--- config.mk ---
export PLATFORM = sky130hd
export DESIGN_NAME = joy_db15_resp_flat
export DESIGN_NICKNAME = d
export VERILOG_FILES = /design/src/rtl/joy_db15_resp_if.sv /design/src/rtl/joy_db15_resp.sv /design/src/flat_wrapper.sv
export SDC_FILE = /design/constraint.sdc
export NUM_CORES = 1
export LEC_CHECK = 0
export BUFFER_PORTS_ARGS = -buffer_cell sky130_fd_sc_hd__buf_2
export CAP_MARGIN = 20
export CORE_MARGIN = 2
export CORE_UTILIZATION = 55
export DETAILED_ROUTE_END_ITERATION = 10
export PLACE_DENSITY = 0.77
export RECOVER_POWER = 25
export SKIP_CTS_REPAIR_TIMING = 1
export SYNTH_ARGS = -nofsm -noshare
export SYNTH_HDL_FRONTEND = slang
export SYNTH_SLANG_ARGS = --single-unit
--- constraint.sdc ---
create_clock -name clk -period 6.3 [get_ports clk]
set_input_delay 1.26 -clock clk [delete_from_list [all_inputs] [get_ports clk]]
set_output_delay 1.26 -clock clk [all_outputs]
set_load 0.03 [all_outputs]
--- src/rtl/joy_db15_resp_if.sv ---
// DB15 serial joystick link: shift clock and parallel load from the reader,
// serial data back from the responder.
`timescale 1ns/1ps
interface joy_db15_resp_if;
    logic JOY_CLK;   // idle high, shift on rising edge
    logic JOY_LOAD;  // active-low parallel load
    logic JOY_DATA;  // active-low button data

    modport master (output JOY_CLK, output JOY_LOAD, input JOY_DATA);
    modport slave  (input JOY_CLK, input JOY_LOAD, output JOY_DATA);
endinterface

--- src/rtl/joy_db15_resp.sv ---
// Responder end of the DB15 serial joystick link. Emulates the adapter
// board's 74HC165-style parallel-load shift chain carrying two 16-bit pads.
`timescale 1ns/1ps
module joy_db15_resp #(
    parameter int unsigned FILT    = 2,
    parameter int unsigned TIMEOUT = 4096,
    parameter int unsigned NBITS   = 32
) (
    input  logic               clk,
    input  logic               reset_n,
    input  logic [15:0]        joystick1,
    input  logic [15:0]        joystick2,
    joy_db15_resp_if.slave     joy,
    output logic               frame_done,
    output logic [5:0]         bit_cnt,
    output logic               overrun
);

    localparam int unsigned     TW       = $clog2(TIMEOUT + 1);
    localparam logic [5:0]      LastCnt  = 6'(NBITS - 1);
    localparam logic [TW-1:0]   TimerMax = TW'(TIMEOUT - 1);

    typedef enum logic [1:0] {StIdle, StLoad, StShift, StDone} state_e;

    // Bit 0 = JOY_CLK, bit 1 = JOY_LOAD.
    logic [1:0] pin;
    logic [1:0] lvl;    // filtered level, valid in the current cycle
    logic [1:0] lvl_q;  // filtered level of the previous cycle

    assign pin = {joy.JOY_LOAD, joy.JOY_CLK};

    for (genvar g = 0; g < 2; g++) begin : g_in
        logic          sync1_q;
        logic          sync2_q;
        logic          flt_q;
        logic [FILT:0] win;  // FILT+1 most recent synchronised samples

        // Two-flop synchroniser for the asynchronous pin.
        always_ff @(posedge clk or negedge reset_n) begin
            if (!reset_n) begin
                sync1_q <= 1'b1;
                sync2_q <= 1'b1;
            end else begin
                sync1_q <= pin[g];
                sync2_q <= sync1_q;
            end
        end

        if (FILT == 0) begin : g_nofilt
            assign win = sync2_q;
        end else begin : g_filt
            logic [FILT-1:0] hist_q;

            // Sample history feeding the glitch filter window.
            always_ff @(posedge clk or negedge reset_n) begin
                if (!reset_n) begin
                    hist_q <= '1;
                end else begin
                    hist_q <= win[FILT-1:0];
                end
            end

            assign win = {hist_q, sync2_q};
        end

        // A level is accepted only once the whole window agrees; otherwise hold.
        assign lvl[g] = (&win) ? 1'b1 : ((~|win) ? 1'b0 : flt_q);

        // Previous accepted level, used for edge detection.
        always_ff @(posedge clk or negedge reset_n) begin
            if (!reset_n) begin
                flt_q <= 1'b1;
            end else begin
                flt_q <= lvl[g];
            end
        end

        assign lvl_q[g] = flt_q;
    end

    logic [1:0]    arm_q;  // reset-release synchroniser gating load acceptance
    state_e        state_q;
    logic [31:0]   sr_q;
    logic [5:0]    bit_cnt_q;
    logic          data_q;
    logic          done_q;
    logic          ovr_q;
    logic [TW-1:0] timer_q;

    logic load_low;
    logic clk_rise;

    assign load_low = arm_q[1] & ~lvl[1];
    assign clk_rise = lvl[0] & ~lvl_q[0];

    // Hold off load acceptance for a couple of cycles after reset release.
    always_ff @(posedge clk or negedge reset_n) begin
        if (!reset_n) begin
            arm_q <= 2'b00;
        end else begin
            arm_q <= {arm_q[0], 1'b1};
        end
    end

    // Load/shift state machine with registered pin and status outputs.
    always_ff @(posedge clk or negedge reset_n) begin
        if (!reset_n) begin
            state_q   <= StIdle;
            sr_q      <= '1;
            bit_cnt_q <= '0;
            data_q    <= 1'b1;
            done_q    <= 1'b0;
            ovr_q     <= 1'b0;
            timer_q   <= '0;
        end else begin
            done_q <= 1'b0;
            if (load_low) begin
                // Load wins over any same-cycle shift edge; transparent while low.
                state_q   <= StLoad;
                sr_q      <= {joystick1, joystick2};
                bit_cnt_q <= '0;
                ovr_q     <= 1'b0;
                data_q    <= ~joystick1[15];
                timer_q   <= '0;
            end else begin
                unique case (state_q)
                    StIdle: begin
                        data_q <= 1'b1;
                    end
                    StLoad: begin
                        state_q <= StShift;
                        data_q  <= ~sr_q[31];
                        timer_q <= '0;
                    end
                    StShift: begin
                        if (clk_rise) begin
                            sr_q      <= {sr_q[30:0], 1'b0};
                            bit_cnt_q <= bit_cnt_q + 6'd1;
                            timer_q   <= '0;
                            if (bit_cnt_q == LastCnt) begin
                                done_q  <= 1'b1;
                                data_q  <= 1'b1;
                                state_q <= StDone;
                            end else begin
                                data_q <= ~sr_q[30];
                            end
                        end else if (bit_cnt_q != 6'd0) begin
                            // Abandon a stalled frame; before the first shift wait forever.
                            if (timer_q == TimerMax) begin
                                state_q   <= StIdle;
                                bit_cnt_q <= '0;
                                data_q    <= 1'b1;
                                timer_q   <= '0;
                            end else begin
                                timer_q <= timer_q + 1'b1;
                            end
                        end
                    end
                    StDone: begin
                        data_q <= 1'b1;
                        if (clk_rise) begin
                            ovr_q <= 1'b1;
                        end
                    end
                    default: begin
                        state_q <= StIdle;
                    end
                endcase
            end
        end
    end

    assign joy.JOY_DATA = data_q;
    assign frame_done   = done_q;
    assign bit_cnt      = bit_cnt_q;
    assign overrun      = ovr_q;

endmodule

--- src/flat_wrapper.sv ---
// flat-port wrapper written by rule: the top's interface ports become plain ports
module joy_db15_resp_flat 
#(
    parameter int unsigned FILT    = 2,
    parameter int unsigned TIMEOUT = 4096,
    parameter int unsigned NBITS   = 32
)
  (clk, reset_n, joystick1, joystick2, frame_done, bit_cnt, overrun, joy_JOY_CLK, joy_JOY_LOAD, joy_JOY_DATA);
  joy_db15_resp_if joy_i ();
  input  logic clk;
  input  logic reset_n;
  input  logic [15:0] joystick1;
  input  logic [15:0] joystick2;
  output logic frame_done;
  output logic [5:0] bit_cnt;
  output logic overrun;
  input wire logic [$bits(joy_i.JOY_CLK)-1:0] joy_JOY_CLK;
  input wire logic [$bits(joy_i.JOY_LOAD)-1:0] joy_JOY_LOAD;
  output wire logic [$bits(joy_i.JOY_DATA)-1:0] joy_JOY_DATA;
  assign joy_i.JOY_CLK = joy_JOY_CLK;
  assign joy_i.JOY_LOAD = joy_JOY_LOAD;
  assign joy_JOY_DATA = joy_i.JOY_DATA;
  joy_db15_resp #(.FILT(FILT), .TIMEOUT(TIMEOUT), .NBITS(NBITS)) u_core (.clk(clk), .reset_n(reset_n), .joystick1(joystick1), .joystick2(joystick2), .joy(joy_i), .frame_done(frame_done), .bit_cnt(bit_cnt), .overrun(overrun));
endmodule
==> results of run 1 <==
==> per-stage QoR <==
step | utilization | power (mW) | cell area [um2]
floorplan | - | 0.917 | 3290
global placement | 0.607 | 0.996 | 3550
detailed placement | 0.607 | 1.01 | 3550
CTS | 0.642 | 1.38 | 3760
global route | 0.647 | 1.47 | 3780
finish | 0.647 | 1.38 | 3780
==> final cells by class <==
class | instances | area [um2] | area share
clock buffer | 12 | 155 | 0.0410
timing repair buffer | 48 | 270 | 0.0714
inverter | 8 | 30.0 | 0.00794
multi-input combinational | 256 | 1430 | 0.378
clock inverter | 4 | 47.5 | 0.0126
tap | 75 | 93.8 | 0.0248
sequential | 68 | 1760 | 0.464
==> sequential cells by signal, summed over array words and instances, names as in the netlist <==
register                   flops
u_core.sr_q                   32
u_core.timer_q                13
u_core.bit_cnt                 6
u_core.g_in.g_filt.hist_q      4
u_core.arm_q                   2
u_core.g_in.flt_q              2
u_core.g_in.sync1_q            2
u_core.g_in.sync2_q            2
u_core.state_q                 2
u_core.frame_done              1
u_core.joy.JOY_DATA            1
u_core.overrun                 1
==> power breakdown <==
group	internal (mW)	switching (mW)
registers	0.590	0.0612
logic	0.136	0.223
clock network	0.203	0.164
==> worst paths after layout <==
path | startpoint | to | depth (start not counted) | slack (ns)
min reg2reg | u_core.arm_q[0] | u_core.arm_q[1] | 0 | 0.36
max in group asynchronous | reset_n | u_core.arm_q[1] | 2 | 4.68
max | u_core.bit_cnt[2] | bit_cnt[2] | 1 | 3.94
max reg2reg | u_core.state_q[0] | u_core.timer_q[6] | 6 | 3.99
min in group asynchronous | reset_n | u_core.bit_cnt[3] | 2 | 1.10
min | u_core.arm_q[0] | u_core.arm_q[1] | 0 | 0.36
==> layout by cell type (no fill, tap or decap), types with 2 or more instances in the layout <==
cell,count
sky130_fd_sc_hd__nand2_1,76
sky130_fd_sc_hd__nor2_1,44
sky130_fd_sc_hd__buf_2,44
sky130_fd_sc_hd__dfstp_2,39
sky130_fd_sc_hd__a31oi_1,31
sky130_fd_sc_hd__dfrtp_1,25
sky130_fd_sc_hd__a21oi_1,19
sky130_fd_sc_hd__clkbuf_8,11
sky130_fd_sc_hd__o21ai_0,10
sky130_fd_sc_hd__nand3_1,8
sky130_fd_sc_hd__inv_1,7
sky130_fd_sc_hd__nand4_1,7
sky130_fd_sc_hd__ha_1,6
sky130_fd_sc_hd__o21ai_1,5
sky130_fd_sc_hd__nor3_1,5
sky130_fd_sc_hd__o211ai_1,4
sky130_fd_sc_hd__xor2_1,4
sky130_fd_sc_hd__dfstp_1,4
sky130_fd_sc_hd__and3_1,3
sky130_fd_sc_hd__nand2b_1,3
sky130_fd_sc_hd__buf_4,3
sky130_fd_sc_hd__nor2_2,2
sky130_fd_sc_hd__or4_1,2
sky130_fd_sc_hd__o41ai_2,2
sky130_fd_sc_hd__o31ai_2,2
sky130_fd_sc_hd__and2_1,2
sky130_fd_sc_hd__mux2i_1,2
sky130_fd_sc_hd__clkinv_2,2
==> routing by layer <==
| metal | track usage | vias up |
|---|---|---|
| met2 | 0.353 | 58 |
| met3 | 0.0611 | 7 |
| met1 | 0.313 | 1300 |
| li1 | - | 1304 |
| met4 | 0.0763 | 0 |
| met5 | 0 | - |
==> cells by family after synthesis <==
logic type / after synthesis / share of synthesized area
DFF: 68 / 0.534
buffers and inverters: 27 / 0.0316
xor gates and xnor gates: 4 / 0.0107
adders and majority gates: 6 / 0.0228
other: 1 / 0.00114
and+or+nand+nor: 159 / 0.220
AOI/OAI and AO/OA: 83 / 0.170
muxes: 3 / 0.00952
==> reports/results.ini, run 1 <==
[route]
route.met3.wl_um = 271
detailroute.wirelength.met2_mm = 3.31
num_vias = 2669
final_antenna_net_count = 0
route.detailed.drc = 0
first_iter_violations = 127
via_per_instance_ratio = 5.67
drt-pass1-iter-count = 4
m1WireLength_mm = 3.17
maxUsedRoutingLayer = met4
detail_route.wl_per_cell_um = 14.5
wl_final_mm = 6.82

[placed_design]
dp_cells = 454
gp_congestion = 0.882
place_worst_setup_slack_ns = 3.84
number_of_buffers_inserted_by_port_buffering = 44
hpwlAfterDp_mm = 4.31

[sta]
layout_min_cycle_time_ns = 2.36
final_min_period_over_clock_period = 0.375
final.setup_skew_ns = 0.00602
setup_viol = 0
worst-slew-pin-transition_ns = 0.820
slew_headroom = 0.453
final_critical_path_setup_slack_ns = 3.94
max_clock_freq_ghz = 0.423
slew_violations = 0
grt_setup_unrepaired = false
setup-tns-final_ns = 0
finalHoldWorstSlack_ns = 0.364
total_count_of_hold_check_failures_in_the_final_report = 0

[global_route]
groute.usage.overall = 0.229
grt_pass1_vias = 2498
grt_overflow_total = 0
grt_antenna_before_repair = 0
grt_pass1_wl_mm = 11.6
grt_max_degree = 75

[floorplanning]
rows = 28
die_outline_area_um2 = 6610
die_h_um = 81.3
io_pins = 45
core_region_area_um2 = 5850
initial_core_util = 0.562
die_w_um = 81.3

[worst_setup_path]
timing.critical_path.cells = buf_2
path_buf_inv = 1
timing.critical_path.to_type = output pin
worstPathRequired_ns = 5.04
startpoint_type = register
timing.setup.critical_path_class = reg2out
worst_path_max_delay_cell = sky130_fd_sc_hd__dfrtp_1
cp_max_fo = 7
cp_top_family = flip-flops
critical_path_arrival_ns = 1.10
critPathMaxStageDelay_ns = 0.50

[synthesis]
ys_seq_elements = 68
syn_area_per_cell_um2 = 9.36
number_of_unique_standard_cell_types_used_by_synthesis = 45
yosysWarnings = 0
synth_largest_area_cell = sky130_fd_sc_hd__dfstp_2
synth_commonest_cells = sky130_fd_sc_hd__nand2_1, sky130_fd_sc_hd__nor2_1, sky130_fd_sc_hd__dfstp_2
postSynthCellCount = 351
dominantRegCellSynth = sky130_fd_sc_hd__dfstp_2
synth.top_cell.area_share = 0.344
synth.cell_area_um2 = 3290
synth_nets = 393
synthArstFlopShare = 1.00
post-synth-top-count-cell = sky130_fd_sc_hd__nand2_1
synth_area_leaders = sky130_fd_sc_hd__dfstp_2, sky130_fd_sc_hd__dfrtp_1, sky130_fd_sc_hd__nand2_1
ys_seq_area_frac = 0.534
synth_enable_flop_cells = 0

[status]
run_status = complete, no violations

[clocking]
cts-root-to-sink-buffers = 2
clock_pin_slew_on_the_worst_setup_and_hold_paths_ns = 0.07
insertion_delay_ns = 0.34
cts_tree = done
tritoncts.num_buffers = 9
clk_root_buffer_cell = sky130_fd_sc_hd__clkbuf_8
ctsHtreeMaxLevel = 3
cts_sinks = 68

[job]
maxCapViolations = 0

[layout]
n_fill_cell = 480
final_layout_size_suffix_gt1_frac = 0.293
area.growth.synth_to_final_pct = 15.2
final_layout_net_count = 433
insertedDiodeCount = 0
finish.cell_count_without_fillers = 471

[pwr]
worst_ir_drop_vdd_uv = 193
power_density_nw_per_um2 = 364
p_leak_nw = 1.70

[min_path]
hold_class = reg2reg

No activity file was read; power rests on OpenSTA's default activity.
==> run 2: changes to the inputs <==
--- a/config.mk
+++ b/config.mk
@@ -8,9 +8,9 @@
 export BUFFER_PORTS_ARGS = -buffer_cell sky130_fd_sc_hd__buf_2
 export CAP_MARGIN = 20
 export CORE_MARGIN = 2
-export CORE_UTILIZATION = 55
+export CORE_UTILIZATION = 52
 export DETAILED_ROUTE_END_ITERATION = 10
-export PLACE_DENSITY = 0.77
+export PLACE_DENSITY = 0.76
 export RECOVER_POWER = 25
 export SKIP_CTS_REPAIR_TIMING = 1
 export SYNTH_ARGS = -nofsm -noshare
==> constraint.sdc (replaced) <==
create_clock -name clk -period 2.1 [get_ports clk]
set_input_delay 0.42 -clock clk [delete_from_list [all_inputs] [get_ports clk]]
set_output_delay 0.42 -clock clk [all_outputs]
set_load 0.03 [all_outputs]
==> run 2 against run 1 <==
Effect of this change: the flow now finishes with violations (max-capacitance violations, max-slew violations); sequential power grew to 3.0 times the previous value; hold slack worse by 0.19 ns; setup slack worse by 3.9 ns; largest cell class unchanged; core utilization hardly changed; critical path depth is 5 higher.
==> reports/results.ini, run 2 (same netlist as run 1, synthesis figures left out) <==
[status]
run_status = finished with violations
violations = max-capacitance violations, max-slew violations

[clocking]
cts_tree = done
clk_root_buffer_cell = sky130_fd_sc_hd__clkbuf_8
insertion_delay_ns = 0.34  ; about the same
cts-root-to-sink-buffers = 2  ; unchanged
cts_sinks = 68  ; unchanged
clock_pin_slew_on_the_worst_setup_and_hold_paths_ns = 0.07  ; about the same
ctsHtreeMaxLevel = 3  ; unchanged
tritoncts.num_buffers = 9  ; unchanged

[route]
route.detailed.drc = 0  ; unchanged
wl_final_mm = 7.23  ; +6.0%
num_vias = 2751  ; +3.1%
drt-pass1-iter-count = 4  ; unchanged
via_per_instance_ratio = 5.63  ; -0.72%
first_iter_violations = 95  ; -25%
detail_route.wl_per_cell_um = 14.8  ; +2.1%
final_antenna_net_count = 0  ; unchanged

[layout]
n_fill_cell = 497  ; +3.5%
area.growth.synth_to_final_pct = 18.6
final_core_util = 0.647  ; about the same
final_layout_size_suffix_gt1_frac = 0.336  ; +0.0428
finish.cell_count_without_fillers = 489  ; +3.8%
largest_reg_flops = 32  ; unchanged
insertedDiodeCount = 0  ; unchanged
largest_register = u_core.sr_q
post-route-cell-area_um2 = 3900  ; +3.0%
final_layout_net_count = 451  ; +4.2%
most-common-layout-cells = sky130_fd_sc_hd__nand2_1, sky130_fd_sc_hd__nor2_1, sky130_fd_sc_hd__buf_2
final_common_cell = sky130_fd_sc_hd__nand2_1

[sta]
total_count_of_hold_check_failures_in_the_final_report = 0  ; unchanged
slew_violations = 69  ; +69
max_clock_freq_ghz = 0.491
final.setup_skew_ns = 0.00522  ; -0.000802 ns
layout_min_cycle_time_ns = 2.04
setup-tns-final_ns = 0  ; unchanged
worst-slew-pin-transition_ns = 1.62  ; +0.799 ns
slew_headroom = -0.0796  ; -0.533
finalHoldWorstSlack_ns = 0.175  ; -0.189 ns
setup_viol = 0  ; unchanged
final_min_period_over_clock_period = 0.969
final_critical_path_setup_slack_ns = 0.0649  ; -3.87 ns
grt_setup_unrepaired = false

[floorplanning]
die_outline_area_um2 = 6970  ; +5.5%
rows = 28  ; unchanged
core_region_area_um2 = 6030  ; +3.0%
die_h_um = 83.5  ; +2.7%
io_pins = 45  ; unchanged
die_w_um = 83.5  ; +2.7%
initial_core_util = 0.545  ; -0.0163

[placed_design]
hpwlAfterDp_mm = 4.98  ; +16%
dp_cells = 473  ; +4.2%
placed_standard_cell_area_um2 = 3710  ; +4.4%
number_of_buffers_inserted_by_port_buffering = 44  ; unchanged
place_worst_setup_slack_ns = 0.0926  ; -3.74 ns
gp_congestion = 0.871  ; -1.2%

[worst_setup_path]
crit_path_start = u_core.bit_cnt[0]
ff2ff_setup_slack_ns = 0.06  ; -3.93 ns
rr_worst_depth = 6  ; unchanged
setup.worst_path.end = u_core.timer_q[6]
timing.critical_path.to_type = register
cp_max_fo = 7  ; unchanged
critical_path_arrival_ns = 2.27  ; +1.17 ns
critical_path.reg2reg.startpoint = u_core.bit_cnt[0]
startpoint_type = register
worst_r2r_endpoint = u_core.timer_q[6]
timing.setup.critical_path_class = reg2reg
worstPathRequired_ns = 2.34  ; -2.70 ns

[pwr]
design_power_total_mw = 4.26  ; +210%
worst_ir_drop_vdd_uv = 658  ; +240%
p_leak_nw = 1.78  ; +4.9%
power_density_nw_per_um2 = 1090  ; +200%

[job]
maxCapViolations = 1  ; +1

[global_route]
grt_antenna_before_repair = 0  ; unchanged
grt_pass1_vias = 2708  ; +8.4%
groute.usage.overall = 0.218  ; -0.0107
grt_pass1_wl_mm = 12.3  ; +6.2%
grt_overflow_total = 0  ; unchanged
grt_max_degree = 69  ; -8.0%

[min_path]
hold_start = joy_JOY_CLK
hold_class = in2reg

## run 2: cell count changes in the layout (fill, tap and decap cells not counted), sizes merged
cell,before,now
inv,8,9
clkinvlp,1,0
buf,48,65
clkbuf,12,13
## run 2: critical path, stage by stage (launching register included)
cell,delay (ns)
sky130_fd_sc_hd__dfrtp_1,0.44
sky130_fd_sc_hd__inv_1,0.07
sky130_fd_sc_hd__ha_1,0.29
sky130_fd_sc_hd__a41oi_4,0.21
sky130_fd_sc_hd__nor2_2,0.05
sky130_fd_sc_hd__or4_1,0.59
sky130_fd_sc_hd__o41ai_2,0.27
## run 2: power by group
part / total [mW] / internal, mW / switching (mW)
clock: 1.10 / 0.611 / 0.485
sequential: 1.96 / 1.77 / 0.184
combinational: 1.21 / 0.505 / 0.703
## run 2: cell type report
cell class / instances / area, um2 / area share
Inverter: 8 / 30.0 / 0.00770
Clock buffer: 12 / 155 / 0.0398
Multi-Input combinational cell: 256 / 1430 / 0.368
Timing Repair Buffer: 66 / 383 / 0.0982
Clock inverter: 4 / 46.3 / 0.0119
Sequential cell: 68 / 1760 / 0.450
Tap cell: 75 / 93.8 / 0.0241
## run 2: worst min path at each step
stage / endpoint / cells past startpoint
global route: u_core.g_in[0].sync1_q / 1
floorplan: u_core.arm_q[0] / 0
detailed placement: u_core.arm_q[1] / 0
CTS: u_core.bit_cnt[3] / 2
finish: u_core.g_in[0].sync1_q / 1
global placement: u_core.arm_q[1] / 0
## run 2: routing by layer
layer | track usage | vias to the layer above | part of all wire
met4 | 0.0865 | 0 | 0.019
li1 | - | 1351 | -
met3 | 0.0534 | 14 | 0.038
met2 | 0.346 | 64 | 0.49
met1 | 0.290 | 1322 | 0.46
met5 | 0 | - | 0
